===== config.mk =====
export PLATFORM = sky130hd
export DESIGN_NAME = alu_bist_flat
export DESIGN_NICKNAME = d
export VERILOG_FILES = /design/src/rtl/alu_bist_if.sv /design/src/rtl/alu_bist.sv /design/src/flat_wrapper.sv
export SDC_FILE = /design/constraint.sdc
export NUM_CORES = 1
export LEC_CHECK = 0
export ABC_AREA = 0
export CORE_ASPECT_RATIO = 1.5
export CORE_MARGIN = 5
export CORE_UTILIZATION = 45
export CTS_CLUSTER_SIZE = 25
export DETAILED_ROUTE_END_ITERATION = 8
export GPL_TIMING_DRIVEN = 0
export MAX_ROUTING_LAYER = met4
export PLACE_DENSITY = 0.7
export SLEW_MARGIN = 25
export SYNTH_ARGS = -nofsm -noshare
export SYNTH_HDL_FRONTEND = slang
export SYNTH_SLANG_ARGS = --single-unit

===== constraint.sdc =====
create_clock -name clk -period 10.6 [get_ports clk]
set_input_delay 1.06 -clock clk [delete_from_list [all_inputs] [get_ports clk]]
set_output_delay 1.06 -clock clk [all_outputs]
set_load 0.01 [all_outputs]

===== src/rtl/alu_bist_if.sv =====
// ALU operand/result bus between the self-test controller and the ALU.
// The BIST is the master: it drives operands and op and samples the result.
interface alu_bist_if #(
  parameter int WIDTH = 16
);
  logic [WIDTH-1:0] alu_a;
  logic [WIDTH-1:0] alu_b;
  logic [1:0]       alu_op;
  logic [WIDTH-1:0] alu_out;

  modport master (
    output alu_a,
    output alu_b,
    output alu_op,
    input  alu_out
  );

  modport slave (
    input  alu_a,
    input  alu_b,
    input  alu_op,
    output alu_out
  );
endinterface


===== src/rtl/alu_bist.sv =====
// Built-in self-test controller for the LC-3b ALU.
// Walks LFSR-generated operand pairs through ADD, AND and XOR, samples the ALU
// result after its pipeline latency, compares with an internal golden value,
// counts mismatches (saturating) and captures the first failing vector.
module alu_bist #(
  parameter int          WIDTH       = 16,
  parameter int          NUM_VECTORS = 256,
  parameter int          ALU_LAT     = 1,
  parameter logic [15:0] SEED        = 16'hACE1
) (
  input  logic             clk,
  input  logic             rst,
  input  logic             start,
  alu_bist_if.master       alu,
  output logic             busy,
  output logic             done,
  output logic             pass,
  output logic [15:0]      err_count,
  output logic [WIDTH-1:0] first_err_a,
  output logic [WIDTH-1:0] first_err_b,
  output logic [1:0]       first_err_op
);

  localparam logic [1:0] OP_ADD = 2'b00;
  localparam logic [1:0] OP_AND = 2'b01;
  localparam logic [1:0] OP_XOR = 2'b10;

  localparam int         VW       = $clog2(NUM_VECTORS + 1);
  localparam logic [2:0] LAT_LAST = (ALU_LAT > 0) ? 3'(ALU_LAT - 1) : 3'd0;

  typedef enum logic [2:0] {IDLE, ISSUE, WAIT, CHECK, DONE} state_t;

  state_t           state;
  state_t           next_state;
  logic [15:0]      lfsr;
  logic [VW-1:0]    vec_idx;
  logic [2:0]       wait_cnt;

  logic             start_run;
  logic             last_op;
  logic             last_vec;
  logic             wait_last;
  logic             mismatch;
  logic [WIDTH-1:0] golden;
  logic [15:0]      err_next;
  logic [15:0]      a_next;

  // One Fibonacci step of x^16+x^14+x^13+x^11+1, shifting toward bit 0.
  function automatic logic [15:0] lfsr_step(input logic [15:0] s);
    return {s[0] ^ s[2] ^ s[3] ^ s[5], s[15:1]};
  endfunction

  // Golden result, compare, and the small decode terms shared by both processes.
  always_comb begin
    golden = '0;
    case (alu.alu_op)
      OP_ADD:  golden = alu.alu_a + alu.alu_b;
      OP_AND:  golden = alu.alu_a & alu.alu_b;
      OP_XOR:  golden = alu.alu_a ^ alu.alu_b;
      default: golden = '0;
    endcase
    mismatch  = (alu.alu_out != golden);
    err_next  = err_count;
    if (mismatch && (err_count != 16'hFFFF))
      err_next = err_count + 16'd1;
    start_run = ((state == IDLE) || (state == DONE)) && start;
    last_op   = (alu.alu_op == OP_XOR);
    last_vec  = (vec_idx == VW'(NUM_VECTORS - 1));
    wait_last = (wait_cnt == LAT_LAST);
    // Next A is two steps past the current A, i.e. one step past B.
    a_next    = lfsr_step(lfsr_step(lfsr));
  end

  // State register.
  always_ff @(posedge clk) begin
    if (rst) state <= IDLE;
    else     state <= next_state;
  end

  // Next-state logic: ISSUE -> WAIT (ALU_LAT cycles) -> CHECK, looping per op.
  always_comb begin
    next_state = state;
    case (state)
      IDLE, DONE: if (start) next_state = ISSUE;
      ISSUE:      next_state = (ALU_LAT == 0) ? CHECK : WAIT;
      WAIT:       if (wait_last) next_state = CHECK;
      CHECK:      next_state = (last_op && last_vec) ? DONE : ISSUE;
      default:    next_state = IDLE;
    endcase
  end

  // Datapath: operand generation, latency counter, error bookkeeping, status.
  always_ff @(posedge clk) begin
    if (rst) begin
      lfsr         <= SEED;
      vec_idx      <= '0;
      wait_cnt     <= '0;
      alu.alu_a    <= '0;
      alu.alu_b    <= '0;
      alu.alu_op   <= OP_ADD;
      busy         <= 1'b0;
      done         <= 1'b0;
      pass         <= 1'b0;
      err_count    <= '0;
      first_err_a  <= '0;
      first_err_b  <= '0;
      first_err_op <= OP_ADD;
    end else if (start_run) begin
      lfsr         <= SEED;
      vec_idx      <= '0;
      wait_cnt     <= '0;
      alu.alu_a    <= WIDTH'(SEED);
      alu.alu_b    <= WIDTH'(lfsr_step(SEED));
      alu.alu_op   <= OP_ADD;
      busy         <= 1'b1;
      done         <= 1'b0;
      pass         <= 1'b0;
      err_count    <= '0;
      first_err_a  <= '0;
      first_err_b  <= '0;
      first_err_op <= OP_ADD;
    end else begin
      case (state)
        ISSUE: wait_cnt <= '0;
        WAIT:  wait_cnt <= wait_cnt + 3'd1;
        CHECK: begin
          err_count <= err_next;
          if (mismatch && (err_count == 16'd0)) begin
            first_err_a  <= alu.alu_a;
            first_err_b  <= alu.alu_b;
            first_err_op <= alu.alu_op;
          end
          if (!last_op) begin
            alu.alu_op <= alu.alu_op + 2'd1;
          end else if (last_vec) begin
            busy <= 1'b0;
            done <= 1'b1;
            pass <= (err_next == 16'd0);
          end else begin
            lfsr       <= a_next;
            alu.alu_a  <= WIDTH'(a_next);
            alu.alu_b  <= WIDTH'(lfsr_step(a_next));
            alu.alu_op <= OP_ADD;
            vec_idx    <= vec_idx + VW'(1);
          end
        end
        default: ;
      endcase
    end
  end

endmodule


===== src/flat_wrapper.sv =====
// flat-port wrapper written by rule: the top's interface ports become plain ports
module alu_bist_flat 
#(
  parameter int          WIDTH       = 16,
  parameter int          NUM_VECTORS = 256,
  parameter int          ALU_LAT     = 1,
  parameter logic [15:0] SEED        = 16'hACE1
)
  (clk, rst, start, busy, done, pass, err_count, first_err_a, first_err_b, first_err_op, alu_alu_a, alu_alu_b, alu_alu_op, alu_alu_out);
  alu_bist_if #(.WIDTH(WIDTH)) alu_i ();
  input  logic clk;
  input  logic rst;
  input  logic start;
  output logic busy;
  output logic done;
  output logic pass;
  output logic [15:0] err_count;
  output logic [WIDTH-1:0] first_err_a;
  output logic [WIDTH-1:0] first_err_b;
  output logic [1:0] first_err_op;
  output wire logic [$bits(alu_i.alu_a)-1:0] alu_alu_a;
  output wire logic [$bits(alu_i.alu_b)-1:0] alu_alu_b;
  output wire logic [$bits(alu_i.alu_op)-1:0] alu_alu_op;
  input wire logic [$bits(alu_i.alu_out)-1:0] alu_alu_out;
  assign alu_alu_a = alu_i.alu_a;
  assign alu_alu_b = alu_i.alu_b;
  assign alu_alu_op = alu_i.alu_op;
  assign alu_i.alu_out = alu_alu_out;
  alu_bist #(.WIDTH(WIDTH), .NUM_VECTORS(NUM_VECTORS), .ALU_LAT(ALU_LAT), .SEED(SEED)) u_core (.clk(clk), .rst(rst), .start(start), .alu(alu_i), .busy(busy), .done(done), .pass(pass), .err_count(err_count), .first_err_a(first_err_a), .first_err_b(first_err_b), .first_err_op(first_err_op));
endmodule

# Yosys cells after proc, flatten, opt, wreduce, memory -nomap -nowiden
# Cells that the tools add are included.
op_classes:
  n_bitwise: 12
  n_eq_ne: 13
  reduce_logical: 23
  muxes: 21
  add_sub_neg: 5
op_table:
  columns: ["operator", "count"]
  rows:
  - ["$mux W16", 5]
  - ["$mux W15", 4]
  - ["$pmux W16 S3", 1]
  - ["$logic_not A16 Y1", 2]
  - ["$add A16 B1 Y16 const B", 1]
  - ["$add A16 B16 Y16", 1]
  - ["$and A16 B16 Y16", 1]
  - ["$ne A16 B16 Y1", 1]
  - ["$ne A16 B16 Y1 const B", 1]
  - ["$xor A16 B16 Y16", 1]
  - ["$pmux W3 S4", 1]
  - ["$reduce_and A3 Y1", 4]
  - ["$add A9 B1 Y9 const B", 1]
  - ["$eq A9 B8 Y1 const B", 1]
  - ["$mux W3", 3]
  - ["$xor A1 B1 Y1", 9]
  - ["$reduce_bool A2 Y1", 4]
  - ["$eq A3 B2 Y1 const B", 2]
  - ["$logic_not A3 Y1", 2]
  - ["$pmux W3 S2", 1]
  - ["$reduce_and A2 Y1", 3]
  - ["$logic_and A1 B1 Y1", 4]
  - ["$mux W1", 4]
  - ["$mux W2", 2]
  - ["12 further kinds", 15]
totals:
  register_bits: 118
  wordCells: 90

# Longest topological paths before layout
# Gate-level depths: netlist (run 1).
depth:
  ltp_word: 7
  ltp_mapped: 17
  mapped_depth_nobuf: 14

# Least setup slack after synthesis (run 1)
# OpenSTA, ideal clock, no wires.
synth_timing:
  path_type: "register to register"
  start: "register u_core.alu.alu_b[0]"
  end: "register u_core.first_err_a[10]"
  setup_ns: 0.128
  t_arrival_ns: 3.898
  setup_slack_ns: 6.575
  required_ns: 10.472
  stages_incl_launch_ff: 18
  cell_sequence: "dfxtp_1 -> ha_1 -> inv_1 -> fa_1 -> nor2b_1 -> o21bai_1 -> a21o_1 -> o221a_1 -> or4_1 -> a32o_1 -> or4_1 -> buf_2 -> and2_1 -> nand4_1 -> buf_4 -> buf_4 -> mux2i_1 -> nor2_1"
synth_between:
  elab_chain_len: 5
  word_cells_on_any_way: 7
synth_lines:
  columns: ["item", "line_no", "source"]
  rows:
  - ["start: declaration", "alu_bist_if.sv:13", "output alu_b,"]
  - ["start signal: assignment", "alu_bist.sv:113", "alu.alu_b <= WIDTH'(lfsr_step(SEED));"]
  - ["start signal: assignment", "alu_bist.sv:142", "alu.alu_b <= WIDTH'(lfsr_step(a_next));"]
  - ["$add A16 B16 Y16, or another cell as far along", "alu_bist.sv:57", "OP_ADD: golden = alu.alu_a + alu.alu_b;"]
  - ["$pmux W16 S3 *", "alu_bist.sv:56", "case (alu.alu_op)"]
  - ["$ne A16 B16 Y1 *", "alu_bist.sv:62", "mismatch = (alu.alu_out != golden);"]
  - ["$logic_and A1 B1 Y1 *", "alu_bist.sv:128", "if (mismatch && (err_count == 16'd0)) begin"]
  - ["$reduce_and A2 Y1 (no source line) *", null, null]
  - ["end signal: assignment", "alu_bist.sv:129", "first_err_a <= alu.alu_a;"]
  - ["end: declaration", "alu_bist.sv:19", "output logic [WIDTH-1:0] first_err_a,"]
# Mark *: on every way between the ends. The rest lies on a longest branch, timed or not.
# A chain may end at the register's enable or synchronous reset.

# Final worst setup path (run 1)
# Same ends and word-level chain as after synthesis.

==> run_results.csv, run 1 <==
group,metric,value,unit
outcome,status,"finished, final reports clean",
worst_setup_path,reg2reg_from,"u_core.alu.alu_b[0]$_SDFFE_PP0P_",
worst_setup_path,path_class,"reg2reg",
drt,drt_iter0_markers,321,
logic_synthesis,synth-async-reset-ratio,0,%
cells_and_area,layout.nets,839,
sta,rsz0062_at_grt,"no",
grt,grt_pass1_wl,27.2,mm
drt,route.detailed.drc,0,
drt,wire_per_inst,18.1,microns
cells_and_area,syn_to_final_growth,28.0,%
hold_path,hold_start,"u_core.done$_SDFFE_PP0P_",
clock_network,cts-resized-gates,0,
drt,via_count,5482,
placed_design,io_buffers,103,
logic_synthesis,yosysWarnings,0,
sta,fin_crit,4.96,ns
worst_setup_path,arrival,5.16,ns
worst_setup_path,ff2ff_setup_slack,5.64,ns
logic_synthesis,synth-seq-area-share,30.0,%
placed_design,placed_area,6550,sq um
grt,antenna_found_initial,0,
worst_setup_path,start_kind,"flip-flop",
drt,via_per_inst,5.77,
logic_synthesis,synthDistinctLibCells,66,
worst_setup_path,cp-startpoint,"u_core.alu.alu_b[0]$_SDFFE_PP0P_",
clock_network,path_clk_slew,0.06,ns
clock_network,cts_max_path_buffers,2,
drt,ant_nets,0,
sta,hold_viol,0,
power_and_ir_drop,leakage,2.65,nW
clock_network,cts_tree,"done",
grt,grt_max_degree,13,
die,start_util,46.0,%
drt,dr.pass1.iters,6,
die,die_h,143,microns
clock_network,numCtsBuffers,9,
cells_and_area,fill_cells,1107,
sta,finalCritPeriodShare,46.8,%
sta,tightest_slew,0.928,ns
cells_and_area,regArea,1600,sq um
worst_setup_path,crit_fanout,10,
power_and_ir_drop,ir_worst_vdd,0.116,mV
clock_network,clk_latency,0.34,ns
cells_and_area,drive_gt1_share,8.38,%
placed_design,hpwl,13.3,mm
cells_and_area,finalInstanceArea,6830,sq um
drt,wl,17.2,mm
worst_setup_path,worst_setup_path_end_kind,"flip-flop",
clock_network,post_cts_buffers,0,
die,std_cell_rows,48,
sta,maxSlewViolCount,0,
job,maxCapViolCount,0,
clock_network,cts_htree_levels,3,
logic_synthesis,syn_nets,725,
die,dieArea,14200,sq um
grt,grt_pass1_vias,5423,
logic_synthesis,netlist_instances,683,
sta,setup_violations,0,
clock_network,clock_sinks,80,
grt,overflow,0,
sta,maxSlewHeadroom,37.7,%
logic_synthesis,synth_area,5340,sq um
clock_network,root_buffer,"clkbuf_16",
sta,finClkSkew,0.00649,ns
cells_and_area,multi_input_comb_area,3230,sq um
placed_design,gp_congestion,0.951,
worst_setup_path,worstPathRequired,10.80,ns
power_and_ir_drop,p_total,0.781,mW
die,coreArea,11600,sq um
die,die_x,98.9,microns
die,boundaryPins,106,
logic_synthesis,ys_ff_latch,80,
sta,fin_setup_tns,0,ns
logic_synthesis,postSynthAreaPerCell,7.81,sq um
grt,grtUsageTotal,24.7,%
hold_path,min_path_type,"reg2reg",
clock_network,ctsHoldBuffers,0,
power_and_ir_drop,power.density,114,nW/um^2
logic_synthesis,ys.flop_type,"dfxtp_1",
cells_and_area,diodes,0,
sta,fmaxAchievable,202,MHz
logic_synthesis,synth_edf_count,0,
[cell usage in the layout, fill, tap and decap left out, types with 6 or more instances in the layout]
cell type,count
and3_1,11
a21oi_1,49
dfxtp_1,80
a211oi_1,9
nand4_1,12
nor4_1,7
nor2b_1,12
nor2_1,69
nor3_1,17
nand3_1,30
inv_1,15
clkbuf_1,31
ha_1,22
and2_1,6
clkbuf_16,9
buf_4,40
xnor2_1,18
clkdlybuf4s50_1,103
or3_1,8
nand2_1,78
o21ai_0,16
mux2i_1,23
or4_1,6
xor2_1,21
a31oi_1,9
[cells in the mapped netlist (all sizes together), types with 7 or more instances]
master	instances	area [sq um]
a211oi	10	80.1
a21oi	50	254
a31oi	9	56.3
and3	11	68.8
buf	47	333
clkbuf	30	113
dfxtp	80	1600
ha	22	275
inv	15	56.3
mux2i	23	230
nand2	78	293
nand3	30	150
nand4	12	75.1
nor2	70	265
nor2b	12	75.1
nor3	17	85.1
nor4	7	43.8
o21ai	18	90.1
or3	8	50.1
xnor2	18	158
xor2	21	184
[state kept, by name, indices dropped and copies added (netlist names)]
register,flops
u_core.vec_idx,9
u_core.alu.alu_a,1
u_core.wait_cnt,3
u_core.lfsr,8
u_core.first_err_b,2
u_core.busy,1
u_core.pass,1
u_core.done,1
u_core.alu.alu_b,16
u_core.alu.alu_op,2
u_core.err_count,16
u_core.first_err_op,2
u_core.state,3
u_core.first_err_a,15
[worst paths after layout]
| path | depth (start not counted) | end |
|---|---|---|
| worst max-delay path | 17 | u_core.first_err_a[10]$_SDFFE_PP0P_ |
| worst min-delay path | 2 | u_core.done$_SDFFE_PP0P_ |
| worst max register to register | 17 | u_core.first_err_a[10]$_SDFFE_PP0P_ |
| worst min register to register | 2 | u_core.done$_SDFFE_PP0P_ |
[power breakdown]
part	switching (mW)	internal, mW	leakage, nW
sequential	0.0124	0.309	0.647
clock	0.116	0.179	0.134
combinational	0.0944	0.0711	1.87
total	0.223	0.559	2.65
[per-layer routing]
metal  up-vias  share of wire [%]  track usage (%)
met3        48                3.8             2.77
met1      2628                 37             25.3
met2       161                 55             46.4
met5         -                  0                -
met4         0                4.1             12.1
li1       2645                  -                -
[critical path: stages (launching register included)]
cell and delay [ns]:
dfxtp_1 0.52, ha_1 0.27, inv_1 0.08, fa_1 0.43
nor2b_1 0.14, o21bai_1 0.19, a211o_1 0.33, a2111oi_0 0.65
o31ai_1 0.16, a32o_1 0.28, or4_1 0.46, buf_2 0.23
and2_1 0.23, nand4_1 0.10, buf_4 0.22, buf_4 0.25
mux2i_1 0.21, nor2_1 0.06
[cell families (layout without fill, tap and decap cells)]
kind of cell / Yosys count / after routing / share of synthesized area, %
simple gates: 279 / 279 / 25.4
compound gates: 146 / 146 / 18.7
buf+inv: 92 / 209 / 9.40
flops: 80 / 80 / 30.0
xor+xnor: 39 / 39 / 6.40
mux: 24 / 24 / 4.53
fa+ha+maj: 23 / 23 / 5.53
[through the flow]
| step | hold WS, ns | setup WS [ns] | cells | utilization [%] |
|---|---|---|---|---|
| 3_5_place_dp | 0.438 | 5.73 | 936 | 56.5 |
| 2_1_floorplan | 0.432 | 6.57 | 683 | - |
| 5_1_grt | 0.467 | 5.36 | 950 | 58.9 |
| 4_1_cts | 0.453 | 5.70 | 950 | 58.9 |
| 3_3_place_gp | 0.438 | 5.77 | 936 | 56.5 |
| 6_report | 0.449 | 5.64 | 950 | 58.9 |
[area by class of cell]
class	instances	share of cell area [%]
buffer	77	6.52
clock buffer	10	3.35
clock inverter	4	0.696
inverter	15	0.824
multi-input combinational	511	47.3
sequential	80	23.4
tap	150	2.75
timing repair buffer	103	15.1
(Power assumes the default switching activity.)
==> run 2: changes to the inputs <==
--- a/config.mk
+++ b/config.mk
@@ -13,7 +13,7 @@
 export DETAILED_ROUTE_END_ITERATION = 8
 export GPL_TIMING_DRIVEN = 0
 export MAX_ROUTING_LAYER = met4
-export PLACE_DENSITY = 0.7
+export PLACE_DENSITY = 0.73
 export SLEW_MARGIN = 25
 export SYNTH_ARGS = -nofsm -noshare
 export SYNTH_HDL_FRONTEND = slang
==> constraint.sdc (replaced) <==
create_clock -name clk -period 4.2 [get_ports clk]
set_input_delay 0.42 -clock clk [delete_from_list [all_inputs] [get_ports clk]]
set_output_delay 0.42 -clock clk [all_outputs]
set_load 0.01 [all_outputs]
==> run 2 against run 1 <==
Against the previous run:
- setup slack worse by 5.6 ns
- clock-buffer cell count up 2
- wire length up 0.60%
- via count up 0.38%
- clock skew up 0.0012 ns
- die area unchanged
- sequential cell count unchanged
- design area up 6.7%
- combinational power rose to 2.8 times the previous value
- register-to-register slack worse by 5.6 ns
- non-clock buffer count up 16
- critical path type unchanged
- critical endpoint is now u_core.pass$_SDFFE_PP0P_
- largest power group is now the clock network
==> run_results.csv, run 2 (same netlist as run 1, synthesis figures left out) <==
group,metric,value,unit
clock_network,numCtsBuffers,9,
sta,setup_violations,0,
worst_setup_path,crit_chain,"ha_4, inv_1, fa_2, nor2b_4, o21bai_4, a21o_1, o221a_1, or4_1, a32o_1, or4_4, buf_6, a21oi_4, a21oi_2, or4_1, o21ai_1",
sta,hold_viol,0,
drt,wl,17.3,mm
placed_design,io_buffers,103,
sta,rsz0062_at_grt,"yes",
power_and_ir_drop,leakage,2.81,nW
sta,finClkSkew,0.00772,ns
cells_and_area,layout.nets,855,
sta,fmaxAchievable,241,MHz
drt,via_count,5503,
grt,grt_pass1_vias,5431,
grt,grtUsageTotal,24.8,%
power_and_ir_drop,p_total,2.10,mW
worst_setup_path,start_kind,"flip-flop",
placed_design,dp_cells,936,
clock_network,path_clk_slew,0.06,ns
grt,antenna_found_initial,0,
worst_setup_path,reg2reg_from,"u_core.alu.alu_a[0]$_SDFFE_PP0P_",
sta,tightest_slew,0.957,ns
clock_network,clk_latency,0.33,ns
worst_setup_path,arrival,4.42,ns
worst_setup_path,worstPathRequired,4.47,ns
die,die_h,143,microns
drt,drt_iter0_markers,299,
job,maxCapViolCount,0,
die,boundaryPins,106,
worst_setup_path,path_class,"reg2reg",
sta,maxSlewViolCount,0,
power_and_ir_drop,power.density,289,nW/um^2
cells_and_area,final_common_cell,"clkdlybuf4s50_1",
cells_and_area,fin_cells,967,
clock_network,cts_htree_levels,3,
clock_network,cts_tree,"done",
cells_and_area,top_regs,"u_core.alu.alu_b: 16 flops, u_core.err_count: 16 flops, u_core.first_err_a: 15 flops",
placed_design,hpwl,12.9,mm
sta,fin_crit,4.15,ns
clock_network,ctsHoldBuffers,0,
worst_setup_path,cp_top_family,"simple AND/OR/NAND/NOR gates",
clock_network,clock_sinks,80,
die,std_cell_rows,48,
die,dieArea,14200,sq um
worst_setup_path,crit_fanout,6,
placed_design,gp_congestion,0.937,
die,start_util,46.0,%
outcome,status,"finished, final reports clean",
power_and_ir_drop,ir_worst_vdd,0.297,mV
cells_and_area,drive_gt1_share,16.0,%
grt,grt_pass1_wl,27.3,mm
die,coreArea,11600,sq um
hold_path,min_path_type,"reg2reg",
worst_setup_path,cp-startpoint,"u_core.alu.alu_a[0]$_SDFFE_PP0P_",
drt,dr.pass1.iters,5,
drt,ant_nets,0,
sta,maxSlewHeadroom,35.7,%
worst_setup_path,crit_slowest_cell,"or4_4",
drt,via_per_inst,5.69,
drt,wire_per_inst,17.9,microns
worst_setup_path,cp_num_buf_inv,2,
cells_and_area,diodes,0,
worst_setup_path,cpPeakStageDelay,0.56,ns
hold_path,hold_start,"u_core.done$_SDFFE_PP0P_",
clock_network,cts_max_path_buffers,2,
drt,route.detailed.drc,0,
worst_setup_path,path_common_cell,"or4_1",
grt,grt_max_degree,13,
die,die_x,98.9,microns
worst_setup_path,worst_setup_path_end_kind,"flip-flop",
grt,overflow,0,
cells_and_area,final_cell_mix,"clkdlybuf4s50_1 (103), nand2_1 (76), nor2_1 (69), dfxtp_1 (69), buf_4 (52)",
sta,finalCritPeriodShare,98.8,%
cells_and_area,syn_to_final_growth,36.7,%
clock_network,root_buffer,"clkbuf_16",
[run 2: cell count changes in the layout (fill, tap and decap cells not counted), sizes merged]
cell,before,now
clkinv,2,1
bufinv,1,2
buf,47,62
clkbuf,40,43
clkinvlp,1,0
[run 2: timing repair]
action,in CTS,in global routing
setup endpoints to repair,36,30
endpoints found under the hold margin,0,0
resized for setup,42,35
setup buffers,9,8
pin swaps,8,11
[run 2: final timing paths]
check,slack [ns],endpoint,depth (start not counted)
worst max-delay path,0.05,u_core.pass$_SDFFE_PP0P_,15
worst min-delay path,0.45,u_core.done$_SDFFE_PP0P_,2
worst max register to register,0.05,u_core.pass$_SDFFE_PP0P_,15
worst min register to register,0.45,u_core.done$_SDFFE_PP0P_,2
[run 2: power breakdown]
group | switching [mW] | internal, mW | leakage, nW
Sequential | 0.0331 | 0.778 | 0.654
Combinational | 0.255 | 0.205 | 1.99
Clock | 0.285 | 0.548 | 0.159
Total | 0.572 | 1.53 | 2.81
[run 2: per-stage QoR]
step | TNS [ns] | setup WS (ns) | utilization [%] | hold WS [ns] | instance area (sq um)
4_1_cts | 0 | 0.000367 | 61.4 | 0.453 | 7120
6_report | 0 | 0.0520 | 62.9 | 0.449 | 7290
2_1_floorplan | 0 | 0.175 | - | 0.432 | 5340
5_1_grt | -0.0158 | -0.0158 | 62.9 | 0.478 | 7290
3_5_place_dp | -15.78 | -0.696 | 56.5 | 0.437 | 6550
3_3_place_gp | -15.37 | -0.650 | 56.5 | 0.439 | 6550
[run 2: layer usage]
metal,track usage [%],share of wire (%)
met1,25.1,38
met2,46.6,55
met3,3.11,3.1
met4,11.7,3.9
met5,-,0
[run 2: tightest hold or removal path, stage by stage, from the launching register on]
cell     delay, ns
dfxtp_1       0.31
inv_1         0.04
a21oi_1       0.05
[run 2: final cells by class]
type	count	area [sq um]
buffer	76	468
multi-input combinational	511	3440
clock inverter	3	65.1
clock buffer	12	256
timing repair buffer	120	1190
tap	150	188
sequential	80	1630
fill	1024	4300
inverter	15	56.3
